`src/rtl/gf180mcu_fd_sc_mcu9t5v0__dlymeas.sv`:
```
// ============================================================================
// gf180mcu_fd_sc_mcu9t5v0__dlymeas
// Measures delay-chain round-trip time in CLK cycles via a synchronized return.
// Revision: 1.0
// ============================================================================
`default_nettype none

module gf180mcu_fd_sc_mcu9t5v0__dlymeas #(
  parameter int CNT_W       = 8,
  parameter int SYNC_STAGES = 2
) (
`ifdef USE_POWER_PINS
  inout  wire              VDD,
  inout  wire              VSS,
`endif
  input  logic             CLK,
  input  logic             RN,
  input  logic             START,
  input  logic             RET,
  output logic             LAUNCH,
  output logic             BUSY,
  output logic             DONE,
  output logic             TIMEOUT,
  output logic [CNT_W-1:0] COUNT
);

  typedef enum logic [1:0] {
    IDLE    = 2'd0,
    MEASURE = 2'd1,
    DRAIN   = 2'd2
  } state_t;

  localparam logic [CNT_W-1:0] c_cnt_max = {CNT_W{1'b1}};
  localparam logic [CNT_W-1:0] c_cnt_one = {{(CNT_W-1){1'b0}}, 1'b1};

  state_t                 r_state;
  state_t                 w_state_nx;
  logic [SYNC_STAGES-1:0] r_sync;
  logic                   w_ret_s;
  logic [CNT_W-1:0]       r_cnt;
  logic [CNT_W-1:0]       w_cnt_nx;
  logic                   r_launch;
  logic                   w_launch_nx;
  logic                   r_done;
  logic                   w_done_nx;
  logic                   r_timeout;
  logic                   w_timeout_nx;
  logic [CNT_W-1:0]       r_count;
  logic [CNT_W-1:0]       w_count_nx;

  // RET is asynchronous; only the last synchronizer stage is ever used.
  always_ff @(posedge CLK or negedge RN) begin
    if (!RN) begin
      r_sync <= '0;
    end else begin
      r_sync <= {r_sync[SYNC_STAGES-2:0], RET};
    end
  end

  assign w_ret_s = r_sync[SYNC_STAGES-1];

  always_ff @(posedge CLK or negedge RN) begin
    if (!RN) begin
      r_state   <= IDLE;
      r_cnt     <= '0;
      r_launch  <= 1'b0;
      r_done    <= 1'b0;
      r_timeout <= 1'b0;
      r_count   <= '0;
    end else begin
      r_state   <= w_state_nx;
      r_cnt     <= w_cnt_nx;
      r_launch  <= w_launch_nx;
      r_done    <= w_done_nx;
      r_timeout <= w_timeout_nx;
      r_count   <= w_count_nx;
    end
  end

  always_comb begin
    w_state_nx   = r_state;
    w_cnt_nx     = r_cnt;
    w_launch_nx  = r_launch;
    w_done_nx    = 1'b0;
    w_timeout_nx = r_timeout;
    w_count_nx   = r_count;
    case (r_state)
      IDLE: begin
        // A return still high from a previous launch would corrupt the count.
        if (START && !w_ret_s) begin
          w_launch_nx  = 1'b1;
          w_cnt_nx     = '0;
          w_timeout_nx = 1'b0;
          w_state_nx   = MEASURE;
        end
      end
      MEASURE: begin
        if (w_ret_s) begin
          w_count_nx  = r_cnt;
          w_launch_nx = 1'b0;
          w_cnt_nx    = '0;
          w_state_nx  = DRAIN;
        end else if (r_cnt == c_cnt_max) begin
          w_count_nx   = c_cnt_max;
          w_timeout_nx = 1'b1;
          w_launch_nx  = 1'b0;
          w_cnt_nx     = '0;
          w_state_nx   = DRAIN;
        end else begin
          w_cnt_nx = r_cnt + c_cnt_one;
        end
      end
      DRAIN: begin
        // Wait for the falling return so the next launch starts clean.
        if (!w_ret_s) begin
          w_done_nx  = 1'b1;
          w_state_nx = IDLE;
        end else if (r_cnt == c_cnt_max) begin
          w_timeout_nx = 1'b1;
          w_done_nx    = 1'b1;
          w_state_nx   = IDLE;
        end else begin
          w_cnt_nx = r_cnt + c_cnt_one;
        end
      end
      default: begin
        w_state_nx = IDLE;
      end
    endcase
  end

  assign LAUNCH  = r_launch;
  assign BUSY    = (r_state != IDLE);
  assign DONE    = r_done;
  assign TIMEOUT = r_timeout;
  assign COUNT   = r_count;

endmodule

`default_nettype wire

```
`config.mk`:
```
export PLATFORM = sky130hd
export DESIGN_NAME = gf180mcu_fd_sc_mcu9t5v0__dlymeas
export DESIGN_NICKNAME = d
export VERILOG_FILES = /design/src/rtl/gf180mcu_fd_sc_mcu9t5v0__dlymeas.sv
export SDC_FILE = /design/constraint.sdc
export NUM_CORES = 1
export LEC_CHECK = 0
export BUFFER_PORTS_ARGS = -buffer_cell sky130_fd_sc_hd__buf_2
export CORE_MARGIN = 3
export CORE_UTILIZATION = 40
export DETAILED_ROUTE_END_ITERATION = 10
export GPL_TIMING_DRIVEN = 0
export PLACE_DENSITY = 0.7
export REMOVE_ABC_BUFFERS = 1
export SLEW_MARGIN = 20
export SYNTH_ARGS = -nofsm -noshare
export SYNTH_HDL_FRONTEND = slang
export SYNTH_SLANG_ARGS = --single-unit
```
`constraint.sdc`:
```
create_clock -name CLK -period 2.1 [get_ports CLK]
set_input_delay 0.21 -clock CLK [delete_from_list [all_inputs] [get_ports CLK]]
set_output_delay 0.21 -clock CLK [all_outputs]
set_load 0.005 [all_outputs]
```
==> flow_results.org, run 1 <==
** Outcome
- Outcome :: finished, final reports clean

** Route
- In the routed design, unresolved DRC markers number 0.
- In the routed layout, each cell is associated on average with a via count of 6.189.
- DR pass1 iterations :: 4
- Average wire per standard cell :: 16.09 µm
- The count of nets left with antenna violations once routing finished came out at 0.
- Final WL :: 2639 µm
- DRC marker count from the first detailed-route iteration :: 37
- The detailed router placed 1015 vias in this run.

** Setup path
- For this design, the slowest cell found on the critical path is sky130_fd_sc_hd__or3_4.
- Traced cell by cell, the critical path runs through ha_1 > nand2_1 > or3_4 > o21ai_1 > o211ai_1.
- Critical Path AT :: 2170 ps
- The critical path starts at r_cnt[0].
- The largest single stage delay on the critical path is 500 ps.
- Setup slack of the most critical reg-to-reg path :: 130 ps
- Critical path data required time :: 2300 ps
- Critical path class :: flop to flop
- Highest fanout seen on the critical path :: 11
- The kind of cell with the highest combined delay along the critical path is simple AND/OR/NAND/NOR gates.
- The worst setup path is captured at a flop.
- Buffers and inverters on the worst path :: 0
- In this run the critical register-to-register path is captured at r_cnt[7].
- Counting buffers and inverters, the worst setup path is 5 cells deep.
- Following the worst setup path forward leads to its endpoint at r_cnt[7].
- Critical Path Source Type :: flop
- The startpoint identified for the worst register-to-register timing path is r_cnt[0].
- Worst Reg2Reg Path Length in Cells :: 5

** CTS
- TritonCTS sink count :: 23
- Clock tree synthesis selected as its root buffer the cell sky130_fd_sc_hd__clkbuf_4.
- TritonCTS built the clock tree.
- Cts bufs inserted :: 3
- Maximum root-to-sink buffer count :: 2
- At the later pin of the worst-skew pair, clock insertion delay measures 310 ps.
- CTS built an H-tree with a depth of 1.
- Clock input transition at the sequential cells of the worst setup and hold paths :: 130 ps

** Timing
- The final count of pins violating max slew is 0.
- Setup slack on the critical path of the routed design comes to 130.6 ps.
- For this run, the top clock speed supported by timing is 507.8 MHz.
- In this run the tightest slew margin relative to its limit is 67.07%.
- Dividing the final minimum period by the clock period gives 93.78%.
- Subtracting the final worst setup slack from the clock period gives 1969 ps.
- Setup violations remaining at the end of the flow were counted as 0.
- Setup repair after global routing left no endpoint under its margin.
- Across the routed clock network, the largest skew measured is 8.746 ps.
- For the final routed database, the setup TNS stands at 0 ps.
- The number of failing hold endpoints at the final stage came to 0.
- For the pin with the worst max-slew slack, the measured transition is 493.9 ps.

** Placement
- Post-place setup slack :: -94.84 ps
- The congestion estimate from routability-driven global placement came to 0.8529.
- During placement, the flow inserted port buffers numbering 15.
- Detailed placement ended at an HPWL of 1888 µm.

** Synth
- Number of enable flip-flop cells after synthesis :: 0
- For this run, the register share of the synthesized area comes to 47.13%.
- Averaged over all synthesized cells, the footprint is 10.90 µm².
- Top_reg_cell synth :: sky130_fd_sc_hd__dfrtp_1
- Synth top area cells :: sky130_fd_sc_hd__dfrtp_1, sky130_fd_sc_hd__ha_1, sky130_fd_sc_hd__o22a_1
- Unique masters post-synth :: 38
- Number of instances in the synthesized netlist :: 112
- The synthesized netlist occupies a cell area of 0.001221 mm².
- Proportion of synthesized flip-flops having asynchronous set or reset :: 100.0%
- Count of synthesis-stage warnings from yosys :: 0
- Cell accounting for the most synthesized area :: sky130_fd_sc_hd__dfrtp_1
- #FFs+latches synth :: 23
- Fraction of synthesized cell area taken by the top area cell type :: 47.13%

** Global routing
- The first global-routing pass estimated 4567 µm of wire.
- The number of antenna violations at the first check in global routing came to 0.
- Summed over all layers, the global routing overflow is 0.
- Largest net degree at the start of global routing :: 24
- Global-route total usage across every layer :: 16.32%
- Via count of the first global-routing pass :: 1016

** Power
- Combinational cells account for 47.0% of the total power.
- Leakage power figure :: 0.0006235 µW
- Power spread over the standard cell area amounts to 1124 mW/mm².
- In this run switching power makes up 37.84% of total power.
- Maximum vdd ir drop :: 0.7531 mV
- Internal cell power :: 986.4 µW
- Registers are responsible for 40.1% of the overall power.
- Switching power :: 600.5 µW
- The share of total power dissipated in the clock network is 13.0%.

** Final layout
- Area delta synth->final :: 15.57%
- Post-layout nets :: 144
- Share of final-layout standard cells stronger than drive strength 1 :: 24.81%
- Top library cells by usage in the layout, fill and taps aside :: sky130_fd_sc_hd__dfrtp_1, sky130_fd_sc_hd__buf_2, sky130_fd_sc_hd__nand2_1, sky130_fd_sc_hd__o22a_1, sky130_fd_sc_hd__o21ai_0
- The repair_antennas step left the layout with diodes totalling 0.
- Most common library cell in the layout ignoring fill and taps :: sky130_fd_sc_hd__dfrtp_1

** Hold path
- Along the worst hold path, the cell count comes to 3.
- Class of the most critical hold timing path :: input pin to flop

** Floorplanning
- Starting Density :: 43.17%
- Height of the die :: 61.26 µm
- The die covers 0.003752 mm².
- The floorplan has 19 rows.
- In this run the standard cell core region covers 0.002829 mm².
- For this design the top-level I/O count stands at 16.
- Overall die width :: 61.26 µm

** Run
- Max-cap violations in this run came to 0.
-- synth_stat cells (all sizes together), types with 2 or more instances --
| cell type | n |
|---|---|
| o22a | 8 |
| a22o | 2 |
| a31oi | 3 |
| nand4 | 2 |
| nand3 | 6 |
| dfrtp | 23 |
| ha | 6 |
| a21oi | 2 |
| inv | 6 |
| o2111ai | 3 |
| o211ai | 3 |
| mux2 | 2 |
| nor2b | 3 |
| nor4 | 2 |
| nand2 | 8 |
| nor3 | 3 |
| nor2 | 3 |
| o21ai | 10 |
-- power groups by stage --
stage	logic (µW)	registers, µW	clock network [µW]
after floorplan	459	647	0
after global placement	673	640	0
after detailed placement	691	648	0
after CTS	699	637	214
after global routing	834	659	238
final	745	636	206
-- worst reg2reg max path, cell delays in order, from the launching register on --
cell and delay, ps:
sky130_fd_sc_hd__dfrtp_1 460, sky130_fd_sc_hd__ha_1 270, sky130_fd_sc_hd__nand2_1 180, sky130_fd_sc_hd__or3_4 500, sky130_fd_sc_hd__o21ai_1 300, sky130_fd_sc_hd__o211ai_1 150
-- area by class of cell --
| type | instances | area (µm²) |
|---|---|---|
| Tap cell | 31 | 38.79 |
| Clock buffer | 4 | 26.28 |
| Inverter | 6 | 22.52 |
| Multi-Input combinational cell | 81 | 638.1 |
| Timing Repair Buffer | 19 | 110.1 |
| Fill cell | 255 | 1418 |
| Sequential cell | 23 | 575.6 |
-- what timing repair did --
item | CTS | global route
pin swaps | 0 | 1
setup endpoints to repair | 5 | 9
resized for setup | 1 | 6
hold buffers | 2 | 0
hold endpoints to repair | 24 | 0
buffers inserted | 0 | 2
-- per-layer routing --
layer  track usage (%)  share of wire (%)  vias to the layer above
met5                 0                  0                        -
met4             8.359                1.8                        0
met3             3.145                4.7                        6
met2             25.23                 48                       41
met1             21.74                 45                      490
li1                  -                  -                      478
-- kinds of logic (layout without fill, tap and decap cells) --
logic type / after synthesis / in the layout / share of synthesized area [%]
AO/OA/AOI/OAI: 42 / 42 / 27.97
adder cells (fa/ha/maj): 6 / 6 / 6.147
buffers and inverters: 8 / 29 / 3.073
flip-flops: 23 / 23 / 47.13
multiplexers: 3 / 3 / 2.664
AND/OR/NAND/NOR: 30 / 30 / 13.01
-- registers in the layout, summed over array words and instances, names as in the netlist --
signal   cells
LAUNCH       1
r_cnt        8
r_sync       2
TIMEOUT      1
COUNT        8
DONE         1
r_state      2
-- worst min path at each step --
stage | start | to | slack [ps]
after floorplan | RN | COUNT[0] | -90
after global placement | RN | r_cnt[3] | 210
after detailed placement | RN | COUNT[4] | 210
after CTS | START | LAUNCH | 220
after global routing | START | LAUNCH | 250
final | START | LAUNCH | 220
-- per-stage QoR --
| step | cells | utilization, % | hold slack, ps | instance area, µm² | power (µW) |
|---|---|---|---|---|---|
| final | 164 | 49.89 | 220.7 | 1411 | 1587 |
| after detailed placement | 156 | 46.66 | 214.9 | 1320 | 1339 |
| after floorplan | 110 | - | -85.59 | 1206 | 1107 |
| after CTS | 162 | 48.52 | 216.1 | 1373 | 1551 |
| after global placement | 156 | 46.66 | 205.5 | 1320 | 1312 |
| after global routing | 164 | 49.89 | 247.7 | 1411 | 1731 |
(Power assumes the default switching activity.)
==> run 2, diff against run 1 <==
--- a/config.mk
+++ b/config.mk
@@ -6,11 +6,13 @@
 export NUM_CORES = 1
 export LEC_CHECK = 0
 export BUFFER_PORTS_ARGS = -buffer_cell sky130_fd_sc_hd__buf_2
+export CELL_PAD_IN_SITES_DETAIL_PLACEMENT = 1
+export CELL_PAD_IN_SITES_GLOBAL_PLACEMENT = 1
 export CORE_MARGIN = 3
 export CORE_UTILIZATION = 40
 export DETAILED_ROUTE_END_ITERATION = 10
 export GPL_TIMING_DRIVEN = 0
-export PLACE_DENSITY = 0.7
+export PLACE_DENSITY = 0.82
 export REMOVE_ABC_BUFFERS = 1
 export SLEW_MARGIN = 20
 export SYNTH_ARGS = -nofsm -noshare
==> run 2 against run 1 <==
Critical path depth did not move. Largest power group unchanged. Core utilization increased by 0.35 points. Cell count rose by 0.61%. Sequential power grew 1%. Sequential cell count unchanged. Register-to-register slack improved by 30 ps. Clock skew is 6.8 ps lower. Clock power is 3% higher. Combinational power grew 4.7%. First-iteration DRC count decreased by 38%. Fmax rose by 1.4%. Count of clock-buffer cells in the layout down 1.
==> flow_results.org, run 2 (synthesis results as in run 1) <==
** Outcome
- The flow ran to the end, and the final reports show no timing, DRC or antenna violations.

** Route
- DRC marker count from the first detailed-route iteration :: 23 (-38%)
- The remaining antenna violation count after routing is 0 (unchanged).
- The routed length per placed instance was 18.66 µm (+16%).
- DR pass1 iterations :: 4 (unchanged)
- The aggregate routed wire length is 3079 µm (+17%).
- The total number of vias came to 1022 (+0.69%).
- The routed via count divided by cell count came to 6.194 (about the same).
- The number of design rule violations left after detail routing was 0 (unchanged).

** Power
- Internal cell power :: 997.0 µW (+1.1%)
- The part of the power in the clock network is 13.0% (about the same).
- Total power divided by cell area :: 1151 mW/mm² (+2.4%)
- Leakage power figure :: 0.0006255 µW (+0.32%)
- The total power is 1636 µW (+3.1%).
- Fraction of power spent switching nets :: 39.07% (+1.2 points)
- Switching power :: 639.2 µW (+6.4%)
- The worst-case vdd ir drop came to 0.5652 mV (-25%).
- The fraction of power consumed by sequential logic was 39.3% (-0.8 points).
- Relative contribution of combinational cells to total power :: 47.7% (+0.7 points)

** Final layout
- Diode count :: 0 (unchanged)
- Final Non-Filler Cells :: 165 (+0.61%)
- The area used by multi-input combinational logic was 636.9 µm² (-0.20%).
- Top library cells by usage in the layout, fill and taps aside :: sky130_fd_sc_hd__dfrtp_1, sky130_fd_sc_hd__buf_2, sky130_fd_sc_hd__nand2_1, sky130_fd_sc_hd__o21ai_0, sky130_fd_sc_hd__o22a_1
- Area delta synth->final :: 16.39%
- The area occupied by registers was 578.1 µm² (+0.43%).
- Share of final-layout standard cells stronger than drive strength 1 :: 27.61% (+2.8 points)
- The net count of the finished layout was 145 (+0.69%).
- The library cell used most frequently in the layout, excluding fill and tap cells, is sky130_fd_sc_hd__dfrtp_1.
- The number of inserted filler cells in the final layout was 318 (+25%).

** CTS
- Maximum root-to-sink buffer count :: 2 (unchanged)
- Clock insertion delay at the later pin of the skew report :: 320 ps (about the same)
- CTS HTree Levels :: 1 (unchanged)
- TritonCTS built the clock tree.
- The tree is rooted in a sky130_fd_sc_hd__clkbuf_4.
- Clock input transition at the sequential cells of the worst setup and hold paths :: 130 ps (about the same)
- The CTS buffer count was 3 (unchanged).
- TritonCTS sink count :: 23 (unchanged)

** Floorplanning
- The number of ports placed on the die boundary came to 16 (unchanged).
- The vertical die dimension came to 61.26 µm (unchanged).
- The area inside the core boundary was 0.002829 mm² (unchanged).
- Die Area :: 0.003752 mm² (unchanged)
- Overall die width :: 61.26 µm (unchanged)
- Starting Density :: 43.17% (unchanged)
- Cell row count :: 19 (unchanged)

** Timing
- The share of the clock period used by the worst path after layout came to 92.49% (-1.3 points).
- Slew of the pin with the lowest slew margin :: 490.6 ps (-3.305 ps)
- The highest clock rate was 514.9 MHz (+1.4%).
- Number of endpoints with negative hold slack in the final report :: 0 (unchanged)
- Slew HR :: 67.29% (+0.22 points)
- The minimum clock period was 1942 ps (-27.18 ps).
- The largest clock skew in the final design came to 1.958 ps (-6.787 ps).
- # setup viols final :: 0 (unchanged)
- The final setup slack of the worst path is 157.8 ps (+27.18 ps).
- Max Transition Viols Final :: 0 (unchanged)
- Setup repair after global routing left no endpoint under its margin.

** Run
- The count of max-cap constraint violations was 0 (unchanged).

** Global routing
- First-pass GRT wire length :: 5106 µm (+12%)
- Via count of the first global-routing pass :: 1034 (+1.8%)
- Global-route total usage across every layer :: 18.98% (+2.7 points)
- The total global routing overflow came to 0 (unchanged).
- The number of antenna violations at the first check in global routing was 0 (unchanged).
- The pin count of the biggest net entering global routing came to 24 (unchanged).

** Setup path
- Critical Path AT :: 2210 ps (+40 ps)
- Worst Reg2Reg Path Length in Cells :: 5 (unchanged)
- The data required time at the worst endpoint came to 2370 ps (+70 ps).
- Setup crit end kind :: flop
- Critical path class :: flop to flop
- The largest fanout of any net on the critical path is 6 (-5).
- In this run the critical register-to-register path is launched from r_state[1].
- The worst setup path is launched from a flop.
- Setup slack of the most critical reg-to-reg path :: 160 ps (+30 ps)
- The worst register-to-register path ends at r_cnt[0].

** Hold path
- Worst Hold Depth :: 3 (unchanged)
- In this run the worst hold path is classified as input pin to flop.
- Hold Crit Endpoint :: LAUNCH
- In this run the most critical hold path is launched from START.

** Placement
- The final weighted congestion in routability-driven placement is 0.8345 (-2.2%).
- The count of input and output buffers is 15 (unchanged).
- The detailed-placement wirelength estimate is 2205 µm (+17%).
- The worst slack at placement was -201.0 ps (-106.2 ps).
- The number of cells in the design after placement is 156 (unchanged).
-- run 2: cell count changes in the layout (fill, tap and decap cells not counted), sizes merged --
cell and delta:
clkbuf -1, clkinv +1, buf +1
-- run 2: critical path: stages (launching register included) --
cell and delay (ps):
sky130_fd_sc_hd__dfrtp_1 470, sky130_fd_sc_hd__inv_1 110, sky130_fd_sc_hd__ha_1 280, sky130_fd_sc_hd__a221o_1 430, sky130_fd_sc_hd__nor3_1 360, sky130_fd_sc_hd__mux2_2 230
-- run 2: power by group through the flow --
stage,Clock (µW),Sequential (µW),Combinational (µW)
after floorplan,0,647,459
after global placement,0,640,680
after detailed placement,0,654,711
after CTS,217,643,718
after global routing,232,664,855
final,213,643,780
-- run 2: metal layers --
layer | vias to the layer above | GRT usage, % | wire length, µm
met5 | - | 0 | 0
met2 | 23 | 31.57 | 1577
li1 | 479 | - | -
met1 | 514 | 24.21 | 1330
met3 | 6 | 2.516 | 94
met4 | 0 | 9.288 | 76
-- run 2: worst max-delay path by stage --
stage	from	to	slack, ps	cells after the start
2_1_floorplan	r_state[0]	r_cnt[4]	300	6
3_3_place_gp	r_state[0]	r_cnt[6]	-100	6
3_5_place_dp	r_state[0]	r_cnt[4]	-200	6
4_1_cts	r_cnt[0]	r_cnt[0]	120	5
5_1_grt	r_cnt[0]	COUNT[0]	20	5
6_report	r_state[1]	r_cnt[0]	160	5
-- run 2: layout make-up --
type	instances	area share (%)
clock buffer	3	1.585
tap	31	2.729
timing repair buffer	20	8.275
sequential	23	40.67
inverter	6	1.585
clock inverter	1	0.3521
multi-input combinational	81	44.81
-- run 2: through the flow --
stage | hold WS (ps) | setup TNS (ps) | cell area [µm²] | util [%]
after floorplan | -85.59 | 0 | 1206 | -
after global placement | 202.7 | -343.6 | 1320 | 46.66
after detailed placement | 205.3 | -832.0 | 1320 | 46.66
after CTS | 211.9 | 0 | 1376 | 48.65
after global routing | 221.3 | 0 | 1421 | 50.24
final | 208.2 | 0 | 1421 | 50.24
-- run 2: timing repair --
item / 4_1_cts / 5_1_grt
pin swaps: 0 / 2
hold buffers: 2 / 0
gates resized for setup: 2 / 6
buffers inserted: 0 / 3
endpoints found under the setup margin: 5 / 13
hold endpoints to repair: 24 / 0
